`src/rtl/teclado_digitos.sv`:
```
// 4x4 keypad scanner/debouncer feeding a 20-digit buffer (senhaPac_t layout: digits[i] = bits [4i+3:4i], digits[0] newest).
// Optional idle discard of a partial buffer is enabled by defining KEYPAD_TIMEOUT_EN.
//
// state        | meaning
// SCAN         | rotate one-cold column drive, look for any row low
// DEBOUNCE     | column frozen, row pattern must stay stable DEBOUNCE_CYC cycles
// ACCEPT       | one cycle: shift code into buffer, digitos_valid high
// WAIT_RELEASE | column frozen, rows must read idle DEBOUNCE_CYC cycles
module teclado_digitos #(
  parameter int SCAN_DIV     = 1000,
  parameter int DEBOUNCE_CYC = 10000,
  parameter int TIMEOUT_CYC  = 5000000
) (
  input  logic        clk,
  input  logic        rst,
  input  logic [3:0]  row,
  output logic [3:0]  col,
  output logic [79:0] digitos_value,
  output logic        digitos_valid
);

  localparam int SW = $clog2(SCAN_DIV + 1);
  localparam int DW = $clog2(DEBOUNCE_CYC + 1);

  typedef enum logic [1:0] {SCAN, DEBOUNCE, ACCEPT, WAIT_RELEASE} state_t;

  state_t          state, state_nx;
  logic [3:0]      row_s1, row_s2, row_lat;
  logic [SW-1:0]   scan_cnt;
  logic [DW-1:0]   deb_cnt;
  logic            armed;
  logic [3:0]      code;
  logic            key_ok;
  logic            scan_settled, deb_done, rotate, is_term, idle_hit;

  always_ff @(posedge clk or posedge rst) begin
    if (rst) begin
      row_s1 <= 4'hF;
      row_s2 <= 4'hF;
    end else begin
      row_s1 <= row;
      row_s2 <= row_s1;
    end
  end

  always_comb begin
    key_ok = 1'b1;
    code   = 4'hF;
    case ({row_lat, col})
      8'b1110_1110: code = 4'h1;
      8'b1110_1101: code = 4'h2;
      8'b1110_1011: code = 4'h3;
      8'b1101_1110: code = 4'h4;
      8'b1101_1101: code = 4'h5;
      8'b1101_1011: code = 4'h6;
      8'b1011_1110: code = 4'h7;
      8'b1011_1101: code = 4'h8;
      8'b1011_1011: code = 4'h9;
      8'b0111_1110: code = 4'hA;
      8'b0111_1101: code = 4'h0;
      8'b0111_1011: code = 4'hB;
      default:      key_ok = 1'b0;
    endcase
  end

  // The synchroniser lags the column by two cycles, so only trust rows late in a slot.
  assign scan_settled = (scan_cnt >= SW'(2));
  assign deb_done     = (deb_cnt == DW'(DEBOUNCE_CYC - 1));
  assign rotate       = (state == SCAN) && (state_nx == SCAN) && (scan_cnt == SW'(SCAN_DIV - 1));
  assign is_term      = (state == ACCEPT) && ((code == 4'hA) || (code == 4'hB));

  always_comb begin
    state_nx = state;
    case (state)
      SCAN: begin
        if (scan_settled && (row_s2 != 4'hF))
          state_nx = armed ? DEBOUNCE : WAIT_RELEASE;
      end
      DEBOUNCE: begin
        if (row_s2 != row_lat)
          state_nx = SCAN;
        else if (deb_done)
          state_nx = key_ok ? ACCEPT : WAIT_RELEASE;
      end
      ACCEPT:
        state_nx = WAIT_RELEASE;
      WAIT_RELEASE: begin
        if ((row_s2 == 4'hF) && deb_done)
          state_nx = SCAN;
      end
      default:
        state_nx = SCAN;
    endcase
  end

  // armed stays low after reset until one idle full rotation or a release, so a key held through reset is not taken.
  always_ff @(posedge clk or posedge rst) begin
    if (rst) begin
      state    <= SCAN;
      col      <= 4'b1110;
      scan_cnt <= '0;
      deb_cnt  <= '0;
      row_lat  <= 4'hF;
      armed    <= 1'b0;
    end else begin
      state <= state_nx;

      if (state == SCAN && state_nx == SCAN)
        scan_cnt <= rotate ? '0 : scan_cnt + 1'b1;
      else
        scan_cnt <= '0;

      if (rotate) begin
        col <= {col[2:0], col[3]};
        if (col == 4'b0111)
          armed <= 1'b1;
      end

      if (state == WAIT_RELEASE && state_nx == SCAN)
        armed <= 1'b1;

      if (state == SCAN && state_nx != SCAN)
        row_lat <= row_s2;

      if (state_nx != state)
        deb_cnt <= '0;
      else if (state == DEBOUNCE)
        deb_cnt <= deb_cnt + 1'b1;
      else if (state == WAIT_RELEASE)
        deb_cnt <= (row_s2 == 4'hF) ? deb_cnt + 1'b1 : '0;
    end
  end

`ifdef KEYPAD_TIMEOUT_EN
  localparam int TW = $clog2(TIMEOUT_CYC + 1);
  logic [TW-1:0] idle_cnt;

  always_ff @(posedge clk or posedge rst) begin
    if (rst)
      idle_cnt <= '0;
    else if (state == ACCEPT || idle_hit)
      idle_cnt <= '0;
    else
      idle_cnt <= idle_cnt + 1'b1;
  end

  assign idle_hit = (idle_cnt == TW'(TIMEOUT_CYC - 1)) && (state != ACCEPT);
`else
  assign idle_hit = 1'b0;
`endif

  always_ff @(posedge clk or posedge rst) begin
    if (rst) begin
      digitos_value <= '1;
      digitos_valid <= 1'b0;
    end else begin
      digitos_valid <= (state_nx == ACCEPT);
      if (state_nx == ACCEPT)
        digitos_value <= {digitos_value[75:0], code};
      else if (is_term)
        digitos_value <= '1;
      else if (idle_hit && !(&digitos_value))
        digitos_value <= '1;
    end
  end

endmodule

```
`config.mk`:
```
export PLATFORM = sky130hd
export DESIGN_NAME = teclado_digitos
export DESIGN_NICKNAME = d
export VERILOG_FILES = /design/src/rtl/teclado_digitos.sv
export SDC_FILE = /design/constraint.sdc
export NUM_CORES = 1
export LEC_CHECK = 0
export CAP_MARGIN = 20
export CORE_MARGIN = 4
export CORE_UTILIZATION = 45
export CTS_CLUSTER_SIZE = 24
export DETAILED_ROUTE_END_ITERATION = 7
export GPL_ROUTABILITY_DRIVEN = 0
export GPL_TIMING_DRIVEN = 0
export PLACE_DENSITY = 0.71
export REMOVE_ABC_BUFFERS = 1
export SYNTH_ARGS = -nofsm -noshare
export SYNTH_HDL_FRONTEND = slang
export SYNTH_SLANG_ARGS = --single-unit
```
`constraint.sdc`:
```
create_clock -name clk -period 3.8 [get_ports clk]
set_input_delay 0.38 -clock clk [delete_from_list [all_inputs] [get_ports clk]]
set_output_delay 0.38 -clock clk [all_outputs]
set_load 0.03 [all_outputs]
```
After elaboration in Yosys (flattened, before gate mapping)
Index checks and enable logic that the tools add are counted.
{ "classes": {"eq_ne": 25, "order_cmp": 1, "n_reduce_logical": 17, "n_mux": 20, "addsub": 2} }
{ "ops": {"columns": ["operator", "count"], "rows": [
  ["two-way mux 80 bit", 2],
  ["equality test 8 bit, second input constant", 9],
  ["two-way mux 14 bit", 4],
  ["one-hot mux 4 bit (12 select lines)", 1],
  ["equality test 8 x 7 -> 1 bit, second input constant", 3],
  ["two-way mux 10 bit", 2],
  ["adder 14 x 1 -> 14 bit, second input constant", 1],
  ["equality test 14 bit, second input constant", 1],
  ["equality test 4 bit, second input constant", 3],
  ["OR reduction 12 bit", 1],
  ["adder 10 x 1 -> 10 bit, second input constant", 1],
  ["equality test 10 bit, second input constant", 1],
  ["greater-or-equal comparator 10 x 2 -> 1 bit, second input constant", 1],
  ["two-way mux 2 bit", 5],
  ["one-hot mux 2 bit (4 select lines)", 1],
  ["nonzero test 2 bit", 4],
  ["logical AND 1 bit", 7],
  ["equality test 2 bit, second input constant", 3],
  ["two-way mux 1 bit", 5],
  ["equality test 4 x 3 -> 1 bit, second input constant", 1],
  ["zero test 2 bit", 2],
  ["inequality test 4 bit", 1],
  ["inequality test 4 bit, second input constant", 1],
  ["nonzero test 3 bit", 1],
  ["4 further kinds", 4]
]} }
{ "totals": {"in_bits": 6, "word_cells": 75, "register_bits": 124} }

Longest topological paths before layout
Gate-level depths: netlist (run 1).
{ "depth": {"depth_word": 12, "depth_mapped": 10, "ltp_nobuf": 8} }

Least setup slack after synthesis (run 1)
Ideal clock, no wire load.
{ "synth_timing": {"path_type": "register to register", "start": "reg col[2]", "end": "reg digitos_value[3]", "setup_time_ns": 0.085, "t_arrival_ns": 2.308, "stages_incl_launch_ff": 9, "t_required_ns": 3.715, "path_slack_ns": 1.407, "cell_sequence": "dfstp_2 -> buf_2 -> nand4b_1 -> or4_1 -> a32oi_2 -> o2111ai_1 -> a21bo_1 -> buf_6 -> mux2_1"} }
{ "synth_via": {"elab_chain_len": 9, "word_cells_on_any_way": 26} }
{ "synth_lines": {"columns": ["item", "line", "text"], "rows": [
  ["start, declared", "17", "output logic [3:0] col,"],
  ["start signal, assigned", "114", "col <= {col[2:0], col[3]};"],
  ["equality test 8 x 7 -> 1 bit / equality test 8 bit (equally long branches)", "49", "case ({row_lat, col})"],
  ["OR reduction 12 bit (no line)", null, null],
  ["two-way mux 1 bit", "49", null],
  ["two-way mux 1 bit", "83", "state_nx = key_ok ? ACCEPT : WAIT_RELEASE;"],
  ["two-way mux 2 bit", "82", "else if (deb_done)"],
  ["two-way mux 2 bit", "80", "if (row_s2 != row_lat)"],
  ["one-hot mux 2 bit (4 select lines)", "74", "case (state)"],
  ["equality test 2 bit", "158", "if (state_nx == ACCEPT)"],
  ["two-way mux 80 bit / nonzero test 2 bit (equally long branches)", null, null],
  ["end signal, assigned", "159", "digitos_value <= {digitos_value[75:0], code};"],
  ["end, declared", "18", "output logic [79:0] digitos_value,"]
]} }
Several ways; a longest one is shown, not always the timed one.
A chain may end at the register's enable or synchronous reset.

Worst setup path after layout (run 1)
{ "layout_timing": {"start": "reg scan_cnt[0]", "end": "reg digitos_value[3]"} }
{ "layout_via": {"elab_chain_len": 6, "word_cells_on_any_way": 7} }
{ "layout_lines": {"columns": ["item", "line", "text"], "rows": [
  ["start, declared", "29", "logic [SW-1:0] scan_cnt;"],
  ["start signal, assigned", "109", "scan_cnt <= rotate ? '0 : scan_cnt + 1'b1;"],
  ["greater-or-equal comparator 10 x 2 -> 1 bit (*)", "67", "assign scan_settled = (scan_cnt >= SW'(2));"],
  ["logical AND 1 bit (*)", "76", "if (scan_settled && (row_s2 != 4'hF))"],
  ["two-way mux 2 bit (*)", "76", null],
  ["one-hot mux 2 bit (4 select lines) (*)", "74", null],
  ["equality test 2 bit (*)", "158", null],
  ["two-way mux 80 bit / nonzero test 2 bit (equally long branches)", null, null]
]} }
Mark *: on every way between the ends. The rest lies on a longest branch, timed or not.

==> results of run 1 <==
[power by group through the flow]
stage | clock, mW | sequential, mW | combinational, mW
3_3_place_gp | 0 | 1.61 | 1.00
5_1_grt | 1.73 | 1.63 | 0.999
3_5_place_dp | 0 | 1.62 | 0.942
6_report | 1.62 | 1.61 | 0.931
2_1_floorplan | 0 | 1.71 | 0.660
4_1_cts | 1.66 | 1.61 | 0.943
[layer usage]
layer  up-vias  GRT usage [%]  part of all wire [%]
met1      2183           23.4                    46
li1       2163              -                     -
met4         0           6.64                   2.0
met5         -              0                     0
met3        24           4.85                   4.9
met2       116           27.9                    47
[layout make-up]
class | instances | area (sq um)
Clock buffer | 20 | 467
Sequential cell | 124 | 3220
Fill cell | 1092 | 5460
Tap cell | 176 | 220
Inverter | 88 | 335
Clock inverter | 12 | 134
Multi-Input combinational cell | 341 | 2380
Timing Repair Buffer | 100 | 1080
[path summary, 6_finish.rpt]
kind / to / slack (ps) / cells after the start
max in group asynchronous: digitos_value[66]$_DFFE_PP1P_ / 2700 / 3
min in group clk: row_s2[1]$_DFF_PP1_ / 350 / 0
max: digitos_value[3]$_DFFE_PP1P_ / 640 / 9
min reg2reg: row_s2[1]$_DFF_PP1_ / 350 / 0
min: deb_cnt[1]$_DFFE_PP0P_ / 340 / 2
max reg2reg: digitos_value[3]$_DFFE_PP1P_ / 640 / 9
[state kept, by name, indices dropped and copies added (netlist names)]
register	cells
digitos_value	80
deb_cnt	14
scan_cnt	10
col	4
row_lat	4
row_s1	4
row_s2	4
state	2
armed	1
digitos_valid	1
[stage by stage]
step | worst slack, ps | util, % | TNS (ps)
finish | 644 | 58.9 | 0
global route | 367 | 58.9 | 0
CTS | 627 | 58.9 | 0
detailed placement | 635 | 54.4 | 0
global placement | -4980 | 52.8 | -453010
floorplan | -2280 | - | -182790
[critical path: stages (launching register included)]
cell and delay [ps]:
dfrtp_1 380, inv_1 70, ha_1 190, nor4_1 200
a31oi_1 190, nor3_2 730, a31oi_1 150, a21bo_4 470
buf_16 310, mux2_1 350
[cells by family (layout without fill, tap and decap cells)]
| logic type | count (synthesis) | count (layout) | share of synthesized area (%) |
|---|---|---|---|
| buffers and inverters | 125 | 220 | 8.99 |
| flip-flops | 124 | 124 | 52.6 |
| AO/OA/AOI/OAI | 126 | 126 | 11.5 |
| adder cells (fa/ha/maj) | 3 | 3 | 0.613 |
| AND/OR/NAND/NOR | 106 | 106 | 9.15 |
| multiplexers | 89 | 89 | 14.7 |
| XOR/XNOR | 17 | 17 | 2.43 |
[layout by cell type (no fill, tap or decap), types with 2 or more instances in the layout]
master and instances:
buf_8 2, a21oi_1 86, xnor2_1 7, ha_1 3, and3_1 5, nand2_1 23, inv_6 4, nand4_1 3
dfrtp_1 29, a22o_1 2, a31oi_1 4, mux2i_1 81, a21o_1 3, clkinv_2 2, nand3b_1 2, bufinv_16 2
o31ai_1 2, nand4b_1 5, o21ai_0 17, buf_6 4, nor2b_1 2, xor2_1 10, nand3_1 12, buf_16 3
clkinvlp_4 3, dfstp_2 95, inv_1 87, nor4_1 3, a22oi_1 2, mux2_2 7, and2_1 3, or3_1 4
clkdlybuf4s50_1 90, clkbuf_8 3, nor2_1 22, and4_1 2, clkbuf_16 17, nor3_1 10
==> impl_metrics.env, run 1 <==
export IMPL_clock_sinks=124
export IMPL_clk_path_buf_depth=2
export IMPL_postCtsHoldBufs=0
export IMPL_via_count=4486
export IMPL_antenna_left=0
export IMPL_clk_pin_slew_ps=50
export IMPL_slew_headroom_pct=32.1
export IMPL_synth_top_area_share_pct=40.8
export IMPL_finalWirelength_um=13100
export IMPL_holdWs_ps=340
export IMPL_start_kind="flop"
export IMPL_final_cells=861
export IMPL_ys_top_cells_by_area="dfstp_2, mux2i_1, dfrtp_1"
export IMPL_fin_crit_sh_pct=83.1
export IMPL_synth_top_area_cell="dfstp_2"
export IMPL_htreeDepth=4
export IMPL_powerDensity_nw_per_um2=532
export IMPL_ys_warn_count=0
export IMPL_drive_gt1_share_pct=22.2
export IMPL_avgSynthCellArea_sq_um=10.4
export IMPL_area_growth_pct=28.0
export IMPL_power_switching_mw=1.24
export IMPL_portBuffers=90
export IMPL_crit_start="scan_cnt[0]$_DFF_PP0_"
export IMPL_grt_pass1_vias=4543
export IMPL_clk_latency_ps=420
export IMPL_die_area_sq_um=15500
export IMPL_die_h_um=125
export IMPL_ys_top_cells_by_count="dfstp_2, inv_1, a21oi_1, mux2i_1, dfrtp_1"
export IMPL_p_seq_share_pct=38.7
export IMPL_swShare_pct=29.8
export IMPL_drc=0
export IMPL_peakVddDrop_mv=0.348
export IMPL_final_nets=681
export IMPL_wl_per_cell_um=15.2
export IMPL_tightest_slew_ps=1010
export IMPL_hpwl_um=8750
export IMPL_fin_worst_skew_ps=7.27
export IMPL_p_leak_nw=3.34
export IMPL_min_path_type="primary input to asynchronous set/reset pin"
export IMPL_path_max_fanout=46
export IMPL_vias_per_cell=5.21
export IMPL_initial_core_util_pct=46.1
export IMPL_maxCapViolations=0
export IMPL_clock_power_share_pct=39.0
export IMPL_p_int_mw=2.92
export IMPL_core_sq_um=13300
export IMPL_async_flop_share_pct=100
export IMPL_cts_buffers=17
export IMPL_grt_start_max_net_pins=85
export IMPL_r2r_start="scan_cnt[0]$_DFF_PP0_"
export IMPL_end_kind="flop"
export IMPL_period_needed_ps=3160
export IMPL_hold_viol=0
export IMPL_fin_area_sq_um=7840
export IMPL_synth_most_common_cell="dfstp_2"
export IMPL_antenna_found_initial=0
export IMPL_comb_power_share_pct=22.4
export IMPL_grt_usage_pct=17.7
export IMPL_critPathKind="flop to flop"
export IMPL_synth_area_sq_um=6120
export IMPL_place_area_sq_um=7240
export IMPL_ios=91
export IMPL_grt_pass1_wl_um=22700
export IMPL_synthCells=590
export IMPL_synth_ff_type="dfstp_2"
export IMPL_cts_tree="built"
export IMPL_outcome="complete, no violations"
export IMPL_max_freq_ghz=0.317
export IMPL_crit_required_ps=4140
export IMPL_total_power_mw=4.17
export IMPL_slew_violations=0
export IMPL_diodes=0
export IMPL_cp_arrival_ps=3490
export IMPL_drtIter0Drc=351
export IMPL_post_cts_buffers=0
export IMPL_fp_row_count=42
export IMPL_setup_viol=0
export IMPL_cts_root_buf="clkbuf_16"
export IMPL_grt_ovfl_total=0
export IMPL_rsz0062_at_grt="false"
export IMPL_synth_distinct_cells=51
export IMPL_ctsResizeCount=0
export IMPL_seq_area_frac_synth_pct=52.6
export IMPL_die_x_um=125
export IMPL_synth_seq_cells=124
export IMPL_dr_pass1_iters=4
export IMPL_dp_cells=829
export IMPL_synth_edff_count=0
Note: power is estimated with default switching activity, not from simulation.
==> run 2, diff against run 1 <==
==> constraint.sdc (replaced) <==
create_clock -name clk -period 2.9 [get_ports clk]
set_input_delay 0.29 -clock clk [delete_from_list [all_inputs] [get_ports clk]]
set_output_delay 0.29 -clock clk [all_outputs]
set_load 0.03 [all_outputs]
==> run 2 against run 1 <==
Effect of this change: first-iteration DRC count is 5.7% higher; maximum frequency increased by 12%; setup slack lost 560 ps; global-route usage is 0.55 points higher; sequential power rose by 32%; clock skew hardly changed; design area increased by 1.9%; clock power rose by 31%; register-to-register slack worse by 560 ps; combinational power is 40% higher.
==> impl_metrics.env, run 2 (synthesis gave the netlist of run 1 again) <==
export IMPL_outcome="complete, no violations"
export IMPL_grt_pass1_wl_um=23300
export IMPL_fin_area_sq_um=7990
export IMPL_clock_sinks=124
export IMPL_grt_start_max_net_pins=85
export IMPL_ios=91
export IMPL_fin_crit_sh_pct=97.2
export IMPL_place_worst_setup_slack_ps=-265
export IMPL_core_sq_um=13300
export IMPL_path_max_fanout=46
export IMPL_clk_latency_ps=420
export IMPL_hpwl_um=8750
export IMPL_area_growth_pct=30.4
export IMPL_drtIter0Drc=371
export IMPL_die_x_um=125
export IMPL_dr_pass1_iters=5
export IMPL_cts_root_buf="clkbuf_16"
export IMPL_slowest_delay_ps=670
export IMPL_grt_pass1_vias=4586
export IMPL_hold_viol=0
export IMPL_final_cells=869
export IMPL_cp_arrival_ps=3160
export IMPL_layout_commonest_cell="dfstp_2"
export IMPL_portBuffers=90
export IMPL_dp_cells=829
export IMPL_p_leak_nw=3.39
export IMPL_drc=0
export IMPL_die_h_um=125
export IMPL_slew_violations=0
export IMPL_via_count=4573
export IMPL_start_kind="flop"
export IMPL_powerDensity_nw_per_um2=695
export IMPL_cts_buffers=17
export IMPL_die_area_sq_um=15500
export IMPL_maxCapViolations=0
export IMPL_slew_headroom_pct=57.5
export IMPL_regMostFlops="digitos_value"
export IMPL_critPathKind="flop to flop"
export IMPL_mostFrequentLayoutCells="dfstp_2, clkdlybuf4s50_1, inv_1"
export IMPL_final_nets=689
export IMPL_diodes=0
export IMPL_clk_pin_slew_ps=50
export IMPL_crit_chain="nand4b_1 > or4_1 > a32oi_4 > o2111ai_4 > a21bo_4 > buf_16 > mux2_1"
export IMPL_largest_reg_flops=80
export IMPL_reg_top3="digitos_value x80, deb_cnt x14, scan_cnt x10"
export IMPL_grt_ovfl_total=0
export IMPL_setup_ws_ps=80.0
export IMPL_grt_usage_pct=18.3
export IMPL_fin_worst_skew_ps=7.67
export IMPL_min_path_type="primary input to asynchronous set/reset pin"
export IMPL_tightest_slew_ps=636
export IMPL_max_freq_ghz=0.355
export IMPL_period_needed_ps=2820
export IMPL_antenna_found_initial=0
export IMPL_total_power_mw=5.55
export IMPL_place_area_sq_um=7240
export IMPL_finalWirelength_um=13900
export IMPL_htreeDepth=4
export IMPL_crit_slowest_cell="dfstp_2"
export IMPL_crit_required_ps=3240
export IMPL_antenna_left=0
export IMPL_peakVddDrop_mv=0.471
export IMPL_clk_path_buf_depth=2
export IMPL_drive_gt1_share_pct=23.5
export IMPL_initial_core_util_pct=46.1
export IMPL_fp_row_count=42
export IMPL_wl_per_cell_um=16.0
export IMPL_end_kind="flop"
export IMPL_cts_tree="built"
export IMPL_setup_viol=0
export IMPL_vias_per_cell=5.26
## run 2: per-stage QoR
step                setup TNS, ps  hold slack [ps]  utilization, %
floorplan                 -271120              294               -
global placement          -627490              345            52.8
detailed placement          -4760              347            54.4
CTS                             0              259            59.2
global route               -0.921              261            60.1
finish                          0              258            60.1
## run 2: cell type report
cell class / instances / area, sq um
fill: 1076 / 5310
clock inverter: 12 / 134
clock buffer: 20 / 467
timing repair buffer: 107 / 1160
inverter: 88 / 335
sequential: 124 / 3220
tap: 176 / 220
multi-input combinational: 342 / 2450
## run 2: per-layer routing
metal	track usage [%]	part of all wire (%)	vias up
met5	0	0	-
met4	6.83	2.0	0
met3	4.97	4.0	22
met2	28.6	47	129
met1	24.3	47	2230
li1	-	-	2192
## run 2: what timing repair did
| action | 4_1_cts | 5_1_grt |
|---|---|---|
| hold buffers | 0 | 0 |
| gates resized for setup | 3 | 5 |
| cloned | 1 | 0 |
| endpoints found under the setup margin | 47 | 66 |
| pin swaps | 1 | 2 |
| buffers inserted | 1 | 6 |
## run 2: report_power, final
| part | internal (mW) | leakage (nW) | total [mW] | switching (mW) |
|---|---|---|---|---|
| clock | 1.34 | 0.290 | 2.13 | 0.793 |
| sequential | 1.94 | 1.37 | 2.12 | 0.179 |
| combinational | 0.585 | 1.73 | 1.30 | 0.719 |
## run 2: path summary, 6_finish.rpt
kind                                     startpoint                            end  slack (ps)  cells after the start
worst max register to register   col[1]$_DFFE_PP1P_   digitos_value[3]$_DFFE_PP1P_          80                      7
worst min register to register  row_s1[1]$_DFF_PP1_            row_s2[1]$_DFF_PP1_         350                      0
min in group clk                             row[3]            row_s1[3]$_DFF_PP1_         280                      1
worst min-delay path                            rst         deb_cnt[1]$_DFFE_PP0P_         260                      2
worst max-delay path             col[1]$_DFFE_PP1P_   digitos_value[3]$_DFFE_PP1P_          80                      7
max in group asynchronous                       rst  digitos_value[47]$_DFFE_PP1P_        1880                      3
## run 2: critical path: cells and delay by family (launching register included)
kind                   cells  cell delay, ps
AND/OR/NAND/NOR            2             650
buffers and inverters      1             200
flip-flops                 1             670
AO/OA/AOI/OAI              3             800
multiplexers               1             360
==> run 3, diff against run 2 <==
--- a/config.mk
+++ b/config.mk
@@ -14,6 +14,8 @@
 export GPL_TIMING_DRIVEN = 0
 export PLACE_DENSITY = 0.71
 export REMOVE_ABC_BUFFERS = 1
+export SKIP_CTS_REPAIR_TIMING = 1
+export SLEW_MARGIN = 20
 export SYNTH_ARGS = -nofsm -noshare
 export SYNTH_HDL_FRONTEND = slang
 export SYNTH_SLANG_ARGS = --single-unit
==> run 3 against run 2 <==
Effect of this change: largest power group is now registers; critical path depth unchanged; design area down 1.6%; routed wire length down 4.9%.
==> impl_metrics.env, run 3 (synthesis gave the netlist of run 1 again) <==
export IMPL_swShare_pct=30.4
export IMPL_slew_violations=0
export IMPL_final_nets=685
export IMPL_grt_ovfl_total=0
export IMPL_power_switching_mw=1.63
export IMPL_path_buf_inv=1
export IMPL_fin_area_sq_um=7850
export IMPL_grt_start_max_net_pins=85
export IMPL_reg2reg_to="digitos_value[3]$_DFFE_PP1P_"
export IMPL_antenna_found_initial=0
export IMPL_rsz0062_at_grt="false"
export IMPL_tightest_slew_ps=622
export IMPL_maxCapViolations=0
export IMPL_initial_core_util_pct=46.1
export IMPL_drtIter0Drc=296
export IMPL_largest_reg_flops=80
export IMPL_setup_viol=0
export IMPL_antenna_left=0
export IMPL_area_growth_pct=28.3
export IMPL_path_max_fanout=34
export IMPL_period_needed_ps=2770
export IMPL_drc=0
export IMPL_core_sq_um=13300
export IMPL_clk_pin_slew_ps=60
export IMPL_cp_arrival_ps=3110
export IMPL_setup_ws_ps=126
export IMPL_cts_tree="built"
export IMPL_p_int_mw=3.73
export IMPL_fin_util_pct=59.1
export IMPL_slowest_delay_ps=670
export IMPL_fin_crit_sh_pct=95.7
export IMPL_clock_sinks=124
export IMPL_hpwl_um=9090
export IMPL_mostFrequentLayoutCells="dfstp_2, clkdlybuf4s50_1, inv_1"
export IMPL_peakVddDrop_mv=0.384
export IMPL_outcome="complete, no violations"
export IMPL_powerDensity_nw_per_um2=683
export IMPL_die_h_um=125
export IMPL_fp_row_count=42
export IMPL_comb_power_share_pct=23.1
export IMPL_total_power_mw=5.36
export IMPL_crit_chain="nand4b_1 > or4_1 > a32oi_4 > o2111ai_1 > a21bo_4 > buf_12 > mux2_1"
export IMPL_die_x_um=125
export IMPL_cts_buffers=17
export IMPL_drive_gt1_share_pct=22.6
export IMPL_place_worst_setup_slack_ps=154
export IMPL_clk_path_buf_depth=2
export IMPL_end_kind="flop"
export IMPL_grt_pass1_vias=4571
export IMPL_reg_top3="digitos_value x80, deb_cnt x14, scan_cnt x10"
export IMPL_cts_root_buf="clkbuf_16"
export IMPL_clk_latency_ps=410
export IMPL_slew_headroom_pct=58.5
export IMPL_wl_per_cell_um=15.3
export IMPL_setup_tns_final_ps=0
export IMPL_fin_worst_skew_ps=9.64
export IMPL_layout_commonest_cell="dfstp_2"
export IMPL_max_freq_ghz=0.360
export IMPL_r2r_start="col[1]$_DFFE_PP1P_"
export IMPL_clock_power_share_pct=37.6
export IMPL_via_count=4575
export IMPL_hold_viol=0
export IMPL_cp_top_family="compound AO/OA/AOI/OAI gates"
export IMPL_htreeDepth=4
export IMPL_place_area_sq_um=7270
export IMPL_critPathKind="flop to flop"
export IMPL_ff2ff_path_depth=7
export IMPL_portBuffers=90
export IMPL_vias_per_cell=5.29
export IMPL_start_kind="flop"
export IMPL_diodes=0
export IMPL_grt_pass1_wl_um=22700
export IMPL_p_leak_nw=3.35
export IMPL_finalWirelength_um=13200
export IMPL_crit_slowest_cell="dfstp_2"
export IMPL_grt_usage_pct=17.6
export IMPL_p_seq_share_pct=39.3
export IMPL_die_area_sq_um=15500
export IMPL_ios=91
export IMPL_crit_required_ps=3230
export IMPL_min_path_type="primary input to asynchronous set/reset pin"
export IMPL_crit_start="col[1]$_DFFE_PP1P_"
export IMPL_r2r_setup_slack_ps=130
export IMPL_dr_pass1_iters=5
export IMPL_regMostFlops="digitos_value"
## run 3: worst max-delay path by stage
stage	to	slack (ps)	cells past startpoint
finish	digitos_value[3]$_DFFE_PP1P_	130	7
global route	digitos_value[3]$_DFFE_PP1P_	20	7
CTS	digitos_value[3]$_DFFE_PP1P_	150	7
detailed placement	digitos_value[3]$_DFFE_PP1P_	150	7
global placement	digitos_value[9]$_DFFE_PP1P_	-5880	6
floorplan	digitos_value[0]$_DFFE_PP1P_	-3180	6
## run 3: metrics by stage
step / cells / hold slack, ps
after floorplan: 553 / 294
after global placement: 819 / 345
after detailed placement: 833 / 347
after CTS: 865 / 249
after global routing: 865 / 261
final: 865 / 257
## run 3: power by group through the flow
stage | registers (mW) | clock network, mW | logic (mW)
after floorplan | 2.24 | 0 | 0.864
after global placement | 2.12 | 0 | 1.29
after detailed placement | 2.13 | 0 | 1.25
after CTS | 2.10 | 2.08 | 1.25
after global routing | 2.13 | 2.17 | 1.31
final | 2.11 | 2.02 | 1.24
## run 3: per-layer routing
metal,track usage [%],vias to the layer above,part of all wire (%),wire length (um)
li1,-,2178,-,-
met1,23.6,2241,47,6140
met2,27.2,131,47,6200
met3,4.33,25,4.5,595
met4,7.35,0,2.1,272
met5,0,-,0,0
## run 3: area by class of cell
class / instances / area, sq um
Tap cell: 176 / 220
Clock inverter: 12 / 113
Clock buffer: 20 / 457
Multi-Input combinational cell: 341 / 2390
Inverter: 88 / 335
Sequential cell: 124 / 3220
Timing Repair Buffer: 104 / 1110
Fill cell: 1060 / 5440
